File: src/rtl/serial_subtractor_8bit.sv
// Bit-serial subtractor: diff = X - Y - B0, one bit per clock, LSB first, single borrow flop.
// Define SUB_OVERFLOW_EN to add the registered signed-overflow output V.
module serial_subtractor_8bit #(
    parameter int WIDTH = 8
) (
    input  logic             clk,
    input  logic             rst_n,
    input  logic             start,
    input  logic [WIDTH-1:0] X,
    input  logic [WIDTH-1:0] Y,
    input  logic             B0,
    output logic [WIDTH-1:0] diff,
    output logic             B8,
    output logic             busy,
`ifdef SUB_OVERFLOW_EN
    output logic             done,
    output logic             V
`else
    output logic             done
`endif
);

    localparam int CW = $clog2(WIDTH) + 1;

    typedef enum logic [1:0] {
        IDLE  = 2'd0,
        SHIFT = 2'd1,
        DONE  = 2'd2
    } state_t;

    state_t           state_q, state_d;
    logic [WIDTH-1:0] xs_q, xs_d;
    logic [WIDTH-1:0] ys_q, ys_d;
    logic             b_q, b_d;
    logic [CW-1:0]    cnt_q, cnt_d;
    logic [WIDTH-1:0] diff_q, diff_d;
    logic             b8_q, b8_d;
    logic             busy_q, busy_d;
    logic             done_q, done_d;
`ifdef SUB_OVERFLOW_EN
    logic             v_q, v_d;
`endif

    logic             bit_d;
    logic             borrow_nxt;

    always_comb begin
        state_d    = state_q;
        xs_d       = xs_q;
        ys_d       = ys_q;
        b_d        = b_q;
        cnt_d      = cnt_q;
        diff_d     = diff_q;
        b8_d       = b8_q;
        busy_d     = busy_q;
        done_d     = 1'b0;
`ifdef SUB_OVERFLOW_EN
        v_d        = v_q;
`endif
        bit_d      = xs_q[0] ^ ys_q[0] ^ b_q;
        borrow_nxt = (~xs_q[0] & ys_q[0]) | (~(xs_q[0] ^ ys_q[0]) & b_q);

        case (state_q)
            IDLE: begin
                if (start) begin
                    xs_d    = X;
                    ys_d    = Y;
                    b_d     = B0;
                    cnt_d   = '0;
                    busy_d  = 1'b1;
                    state_d = SHIFT;
                end
            end
            SHIFT: begin
                diff_d = {bit_d, diff_q[WIDTH-1:1]};
                xs_d   = xs_q >> 1;
                ys_d   = ys_q >> 1;
                b_d    = borrow_nxt;
                cnt_d  = cnt_q + CW'(1);
                if (cnt_q == CW'(WIDTH - 1)) begin
                    state_d = DONE;
                    busy_d  = 1'b0;
                    done_d  = 1'b1;
                    b8_d    = borrow_nxt;
`ifdef SUB_OVERFLOW_EN
                    // On the last bit xs/ys LSBs hold the original operand MSBs.
                    v_d     = (xs_q[0] ^ ys_q[0]) & (bit_d ^ xs_q[0]);
`endif
                end
            end
            DONE: begin
                state_d = IDLE;
            end
            default: begin
                state_d = IDLE;
            end
        endcase
    end

    always_ff @(posedge clk) begin
        if (!rst_n) begin
            state_q <= IDLE;
            xs_q    <= '0;
            ys_q    <= '0;
            b_q     <= 1'b0;
            cnt_q   <= '0;
            diff_q  <= '0;
            b8_q    <= 1'b0;
            busy_q  <= 1'b0;
            done_q  <= 1'b0;
`ifdef SUB_OVERFLOW_EN
            v_q     <= 1'b0;
`endif
        end else begin
            state_q <= state_d;
            xs_q    <= xs_d;
            ys_q    <= ys_d;
            b_q     <= b_d;
            cnt_q   <= cnt_d;
            diff_q  <= diff_d;
            b8_q    <= b8_d;
            busy_q  <= busy_d;
            done_q  <= done_d;
`ifdef SUB_OVERFLOW_EN
            v_q     <= v_d;
`endif
        end
    end

    assign diff = diff_q;
    assign B8   = b8_q;
    assign busy = busy_q;
    assign done = done_q;
`ifdef SUB_OVERFLOW_EN
    assign V    = v_q;
`endif

endmodule
File: config.mk
export PLATFORM = sky130hd
export DESIGN_NAME = serial_subtractor_8bit
export DESIGN_NICKNAME = d
export VERILOG_FILES = /design/src/rtl/serial_subtractor_8bit.sv
export SDC_FILE = /design/constraint.sdc
export NUM_CORES = 1
export LEC_CHECK = 0
export CAP_MARGIN = 20
export CORE_MARGIN = 2
export CORE_UTILIZATION = 53
export DETAILED_ROUTE_END_ITERATION = 8
export PLACE_DENSITY = 0.87
export SLEW_MARGIN = 20
export SYNTH_ARGS = -nofsm -noshare
export SYNTH_HDL_FRONTEND = slang
export SYNTH_SLANG_ARGS = --single-unit
File: constraint.sdc
create_clock -name clk -period 3.5 [get_ports clk]
set_input_delay 0.7 -clock clk [delete_from_list [all_inputs] [get_ports clk]]
set_output_delay 0.7 -clock clk [all_outputs]
set_load 0.01 [all_outputs]
==> results of run 1 <==
through the flow:
step	cell area, sq um	worst slack, ns	hold slack (ns)	utilization, %	instances
floorplan	1470	2.16	0.432	-	172
global placement	1720	1.26	0.442	63.9	221
detailed placement	1720	1.15	0.457	63.9	221
CTS	1780	1.53	0.474	66.1	229
global route	1780	1.37	0.485	66.1	229
finish	1780	1.53	0.469	66.1	229
logic make-up (layout without fill, tap and decap cells):
| logic type | count (synthesis) | in the layout | share of synthesized area (%) |
|---|---|---|---|
| compound gates | 64 | 64 | 25.9 |
| simple gates | 55 | 55 | 17.5 |
| flops | 34 | 34 | 46.2 |
| buf+inv | 16 | 42 | 7.48 |
| fa+ha+maj | 2 | 2 | 2.21 |
| mux | 1 | 1 | 0.680 |
per-layer routing:
| layer | wire [microns] | vias up | GRT usage [%] |
|---|---|---|---|
| met2 | 1520 | 45 | 34.4 |
| met1 | 1240 | 590 | 22.4 |
| met3 | 191 | 7 | 6.91 |
| met5 | 0 | - | 0 |
| met4 | 61 | 0 | 9.18 |
| li1 | - | 643 | - |
registers in the layout, summed over array words and instances, names as in the netlist:
register	count
done	1
cnt_q	4
diff	8
busy	1
xs_q	8
state_q	2
b_q	1
B8	1
ys_q	8
final cells by class:
class | count | share of cell area, %
inverters | 4 | 0.845
clock buffers | 7 | 3.10
well taps | 31 | 2.18
clock inverters | 1 | 0.282
multi-input cells | 122 | 38.4
flip-flops and latches | 34 | 38.3
repair buffers | 30 | 16.9
layout by cell type, fill, tap and decap left out:
cell / count
nand2_1: 36
clkbuf_8: 1
dfxtp_1: 34
clkinv_2: 1
o211ai_1: 1
mux2i_1: 1
or3_1: 1
nor3b_1: 1
nand2b_4: 1
a21boi_0: 1
nor2_1: 1
fa_1: 1
o211a_1: 1
ha_1: 1
clkdlybuf4s50_1: 30
nor3_1: 2
and2b_1: 1
a21oi_1: 29
o21ba_2: 1
o21ai_0: 17
nand4b_1: 1
clkbuf_4: 5
o32ai_1: 1
inv_1: 4
o21bai_4: 1
a22oi_1: 3
a21boi_1: 8
and3_1: 1
nor2b_1: 3
clkbuf_1: 1
a31oi_1: 1
nand2b_1: 2
nand3_1: 4
nand3b_1: 1
power by group:
| part | internal [mW] | switching (mW) | leakage, nW |
|---|---|---|---|
| sequential | 0.408 | 0.0143 | 0.279 |
| combinational | 0.0493 | 0.0507 | 0.351 |
| clock | 0.0972 | 0.128 | 0.0353 |
worst reg2reg max path, cell delays in order (launching register included):
cell and delay, ns:
dfxtp_1 0.57, and2b_1 0.69, a21oi_1 0.19, a21oi_1 0.17
worst max-delay path by stage:
stage / startpoint / to
final: rst_n / busy
after global routing: rst_n / busy
after CTS: rst_n / busy
after detailed placement: rst_n / busy
after global placement: rst_n / busy
after floorplan: start / xs_q[5]
==> out/results.txt, run 1 <==
hold depth: 2
setup_tns: 0 ns
H-tree depth: 2
top-count cell post-synth: nand2_1
CTS tree: built
r2r worst-path depth: 3
crit start category: primary input
first-pass GRT wire length: 4940 microns
Yosys top cell by area: dfxtp_1
register area share after synthesis: 46.2%
clock insertion delay at the later pin of the skew report: 0.34 ns
Post-DRT Antenna Nets: 0
worst hold path type: reg2reg
Top delay family on crit path: buffers and inverters
Pwr per Cell Area: 421 nW/um^2
# resized after CTS: 0
Synth Warn #: 0
Top FF cell, synth: dfxtp_1
Clock Skew: 0.00573 ns
WL/cell: 13.2 microns
syn nets: 194
critical path type: in2reg
Fillers: 238
top area cells in the synthesized netlist: dfxtp_1 46%, a21oi_1 9.9%, nand2_1 9.2%
Worst Path Arrival: 2.23 ns
Die Y: 56.7 microns
Die Span X: 56.7 microns
Final min period: 1.97 ns
Port Buffers: 30
Sink Count: 34
synthesized area: 1470 sq um
final hold violations: 0
GP Congestion: 0.800
asr flop ratio synth: 0%
Site Rows: 19
worst r2r src: state_q[0]
GRT Util Overall: 20.2%
Overflow after GRT: 0
slowest CP cell: clkdlybuf4s50_1
reg2reg end: xs_q[5]
endpoint class of the critical path: flop
fin nets: 219
CP Depth: 3
Worst Path Max Fanout: 33
EDFF count, synth: 0
flop2flop setup slack: 1.81 ns
RSZ-0062 raised after global routing: no
VDD IR max: 0.000280 V
initial antenna violation count: 0
total of max-cap violations: 0
final slew viol count: 0
Hold-fix buffers, CTS: 0
syn avg cell area: 8.56 sq um
Post-DP HPWL: 2030 microns
Synth Instances: 172
root buffer cell: clkbuf_4
status: complete, no violations
Routed Wire Length: 3020 microns
footprint of the multi-input gates: 682 sq um
CP max stage delay: 1.06 ns
total CTS buffers: 5
hold endpoint: diff[0]
top cells by count, synth: 36 x nand2_1, 34 x dfxtp_1, 29 x a21oi_1, 17 x o21ai_0, 8 x a21boi_1
post-CTS setup buffers: 0
min-delay src: diff[0]
core area: 2690 sq um
synth unique cells: 33
register area: 681 sq um
DR DRC count: 0
I/O pin count: 31
Iter 0 DRT Violations: 26
Power Total: 0.748 mW
Max clock buf depth: 2
post-route clock period utilization: 56.3%
die area: 3220 sq um
Setup Viol. Count Final: 0
worst path cell trace: clkdlybuf4s50_1, nand2b_1, o32ai_1
Clock Pin Slew Worst Setup and Hold Paths: 0.10 ns
f_max: 507 MHz
worst path bufs/invs: 1
via count: 1,285
vias in the first global route: 1,143
synthesized flop and latch total: 34
P_leak: 0.665 nW
largest net degree at the start of global routing: 34
Worst Path Required: 3.76 ns
Slew HR: 39.7%
Antenna diodes: 0
DR pass1 iterations: 4
area share of the largest cell type after synthesis: 46.2%
Vias/cell: 5.61
initial core utilization: 54.8%
synthesis-to-finish area growth: 20.6%
Worst-Margin Slew: 0.902 ns
share of layout cells above drive strength 1: 5.05%
No activity file was read; power rests on OpenSTA's default activity.
==> run 2, diff against run 1 <==
CORE_UTILIZATION = 45   (was 53)
PLACE_DENSITY = 0.79   (was 0.87)
clock period = 1.6 ns   (was 3.5 ns; I/O delays follow)
==> out/results.txt, run 2 (synthesis results as in run 1) <==
status: complete, no violations
root buffer cell: clkbuf_4
Port Buffers: 30 (unchanged)
CP Depth: 1 (-2)
hold depth: 2 (unchanged)
cell area after layout: 1900 sq um (+6.8%)
Worst Path Max Fanout: 2 (-94%)
core area: 3080 sq um (+15%)
synthesis-to-finish area growth: 28.8%
P_leak: 0.861 nW (+29%)
Post-DRT Antenna Nets: 0 (unchanged)
Clock Pin Slew Worst Setup and Hold Paths: 0.11 ns (about the same)
Iter 0 DRT Violations: 40 (+54%)
endpoint class of the critical path: primary output
Sink Count: 34 (unchanged)
power share of the clock group: 34.9% (+4.7 points)
Post-DP Area: 1800 sq um (+4.7%)
Max clock buf depth: 2 (unchanged)
DR pass1 iterations: 4 (unchanged)
largest net degree at the start of global routing: 26 (-24%)
slowest CP cell: clkdlybuf4s50_1
Routed Wire Length: 3180 microns (+5.5%)
total CTS buffers: 5 (unchanged)
Die Span X: 61.2 microns (+7.9%)
critical path type: reg2out
worst path cell trace: clkdlybuf4s50_1
CP max stage delay: 0.54 ns (-0.52 ns)
I/O pin count: 31 (unchanged)
Pwr per Cell Area: 940 nW/um^2 (+120%)
Vias/cell: 5.35 (-4.7%)
most common cell after layout, fill and taps aside: nand2_1
Top delay family on crit path: buffers and inverters
clock insertion delay at the later pin of the skew report: 0.35 ns (about the same)
Worst Path Required: 1.28 ns (-2.48 ns)
Post-DP HPWL: 2230 microns (+9.8%)
final slew viol count: 0 (unchanged)
GP Congestion: 0.820 (+2.6%)
register area: 681 sq um (unchanged)
GRT Util Overall: 19.1% (-1.0 points)
VDD IR max: 0.000531 V (+90%)
footprint of the multi-input gates: 683 sq um (+0.18%)
sequential power share: 51.6% (-4.9 points)
commonest non-fill, non-tap cells in the layout: 36 x nand2_1, 34 x dfxtp_1, 29 x a21oi_1
worst path bufs/invs: 1 (unchanged)
final hold violations: 0 (unchanged)
DR DRC count: 0 (unchanged)
crit start category: flop
Worst Path Arrival: 1.23 ns (-1.00 ns)
Fillers: 270 (+13%)
Hold-fix buffers, CTS: 0 (unchanged)
first-pass GRT wire length: 5260 microns (+6.4%)
Setup Viol. Count Final: 0 (unchanged)
initial core utilization: 47.8% (-7.0 points)
Pint: 1.34 mW (+140%)
initial antenna violation count: 0 (unchanged)
die area: 3750 sq um (+16%)
vias in the first global route: 1,242 (+8.7%)
RSZ-0062 raised after global routing: no
WL/cell: 12.8 microns (-2.9%)
Power Total: 1.78 mW (+140%)
CTS tree: built
Switching Share: 25.0% (-0.87 points)
Comb pwr share: 13.6% (+0.2 points)
via count: 1,331 (+3.6%)
worst hold path type: reg2reg
Overflow after GRT: 0 (unchanged)
Die Y: 61.2 microns (+7.9%)
post-route clock period utilization: 96.7%
Final min period: 1.55 ns
post-CTS setup buffers: 0 (unchanged)
Slew HR: 71.3% (+32 points)
# resized after CTS: 0 (unchanged)
f_max: 647 MHz
H-tree depth: 2 (unchanged)
fin nets: 226 (+3.2%)
r2r worst-path depth: 4 (+1)
Antenna diodes: 0 (unchanged)
share of layout cells above drive strength 1: 9.27% (+4.2 points)
total of max-cap violations: 0 (unchanged)
Psw: 0.445 mW (+130%)
Site Rows: 20 (+1)
Worst-Margin Slew: 0.431 ns (-0.471 ns)
Clock Skew: 0.0137 ns (+0.00794 ns)
[run 2: power groups by stage]
stage	registers (mW)	logic (mW)	clock network, mW
finish	0.920	0.242	0.622
global route	0.926	0.268	0.667
CTS	0.920	0.244	0.629
detailed placement	0.939	0.242	0
global placement	0.936	0.236	0
floorplan	0.934	0.153	0
[run 2: routing by layer]
metal | wire length, microns | share of wire (%) | up-vias | GRT usage (%)
met4 | 44 | 1.4 | 0 | 6.83
met3 | 216 | 6.8 | 5 | 6.72
met2 | 1580 | 50 | 42 | 34.3
li1 | - | - | 653 | -
met1 | 1340 | 42 | 631 | 20.7
met5 | 0 | 0 | - | 0
[run 2: path summary, 6_finish.rpt]
path	startpoint	endpoint	slack, ns
setup / recovery	busy	busy	0.05
hold / removal	b_q	b_q	0.47
setup reg to reg	state_q[1]	ys_q[5]	0.29
hold reg to reg	b_q	b_q	0.47
[run 2: stage by stage]
step	setup WS, ns	utilization (%)	hold slack [ns]	instances	TNS, ns
floorplan	0.471	-	0.432	172	0
global placement	0.0388	58.4	0.441	241	0
detailed placement	-0.0130	58.4	0.452	241	-0.0241
CTS	0.00916	60.9	0.468	249	0
global route	0.0148	61.6	0.496	249	0
finish	0.0536	61.6	0.468	249	0
[run 2: final cells by class]
cell class,count,area share (%)
multi-input cells,122,36.0
flip-flops and latches,34,35.9
repair buffers,37,20.3
well taps,44,2.90
clock inverters,3,2.11
clock buffers,5,1.98
inverters,4,0.792
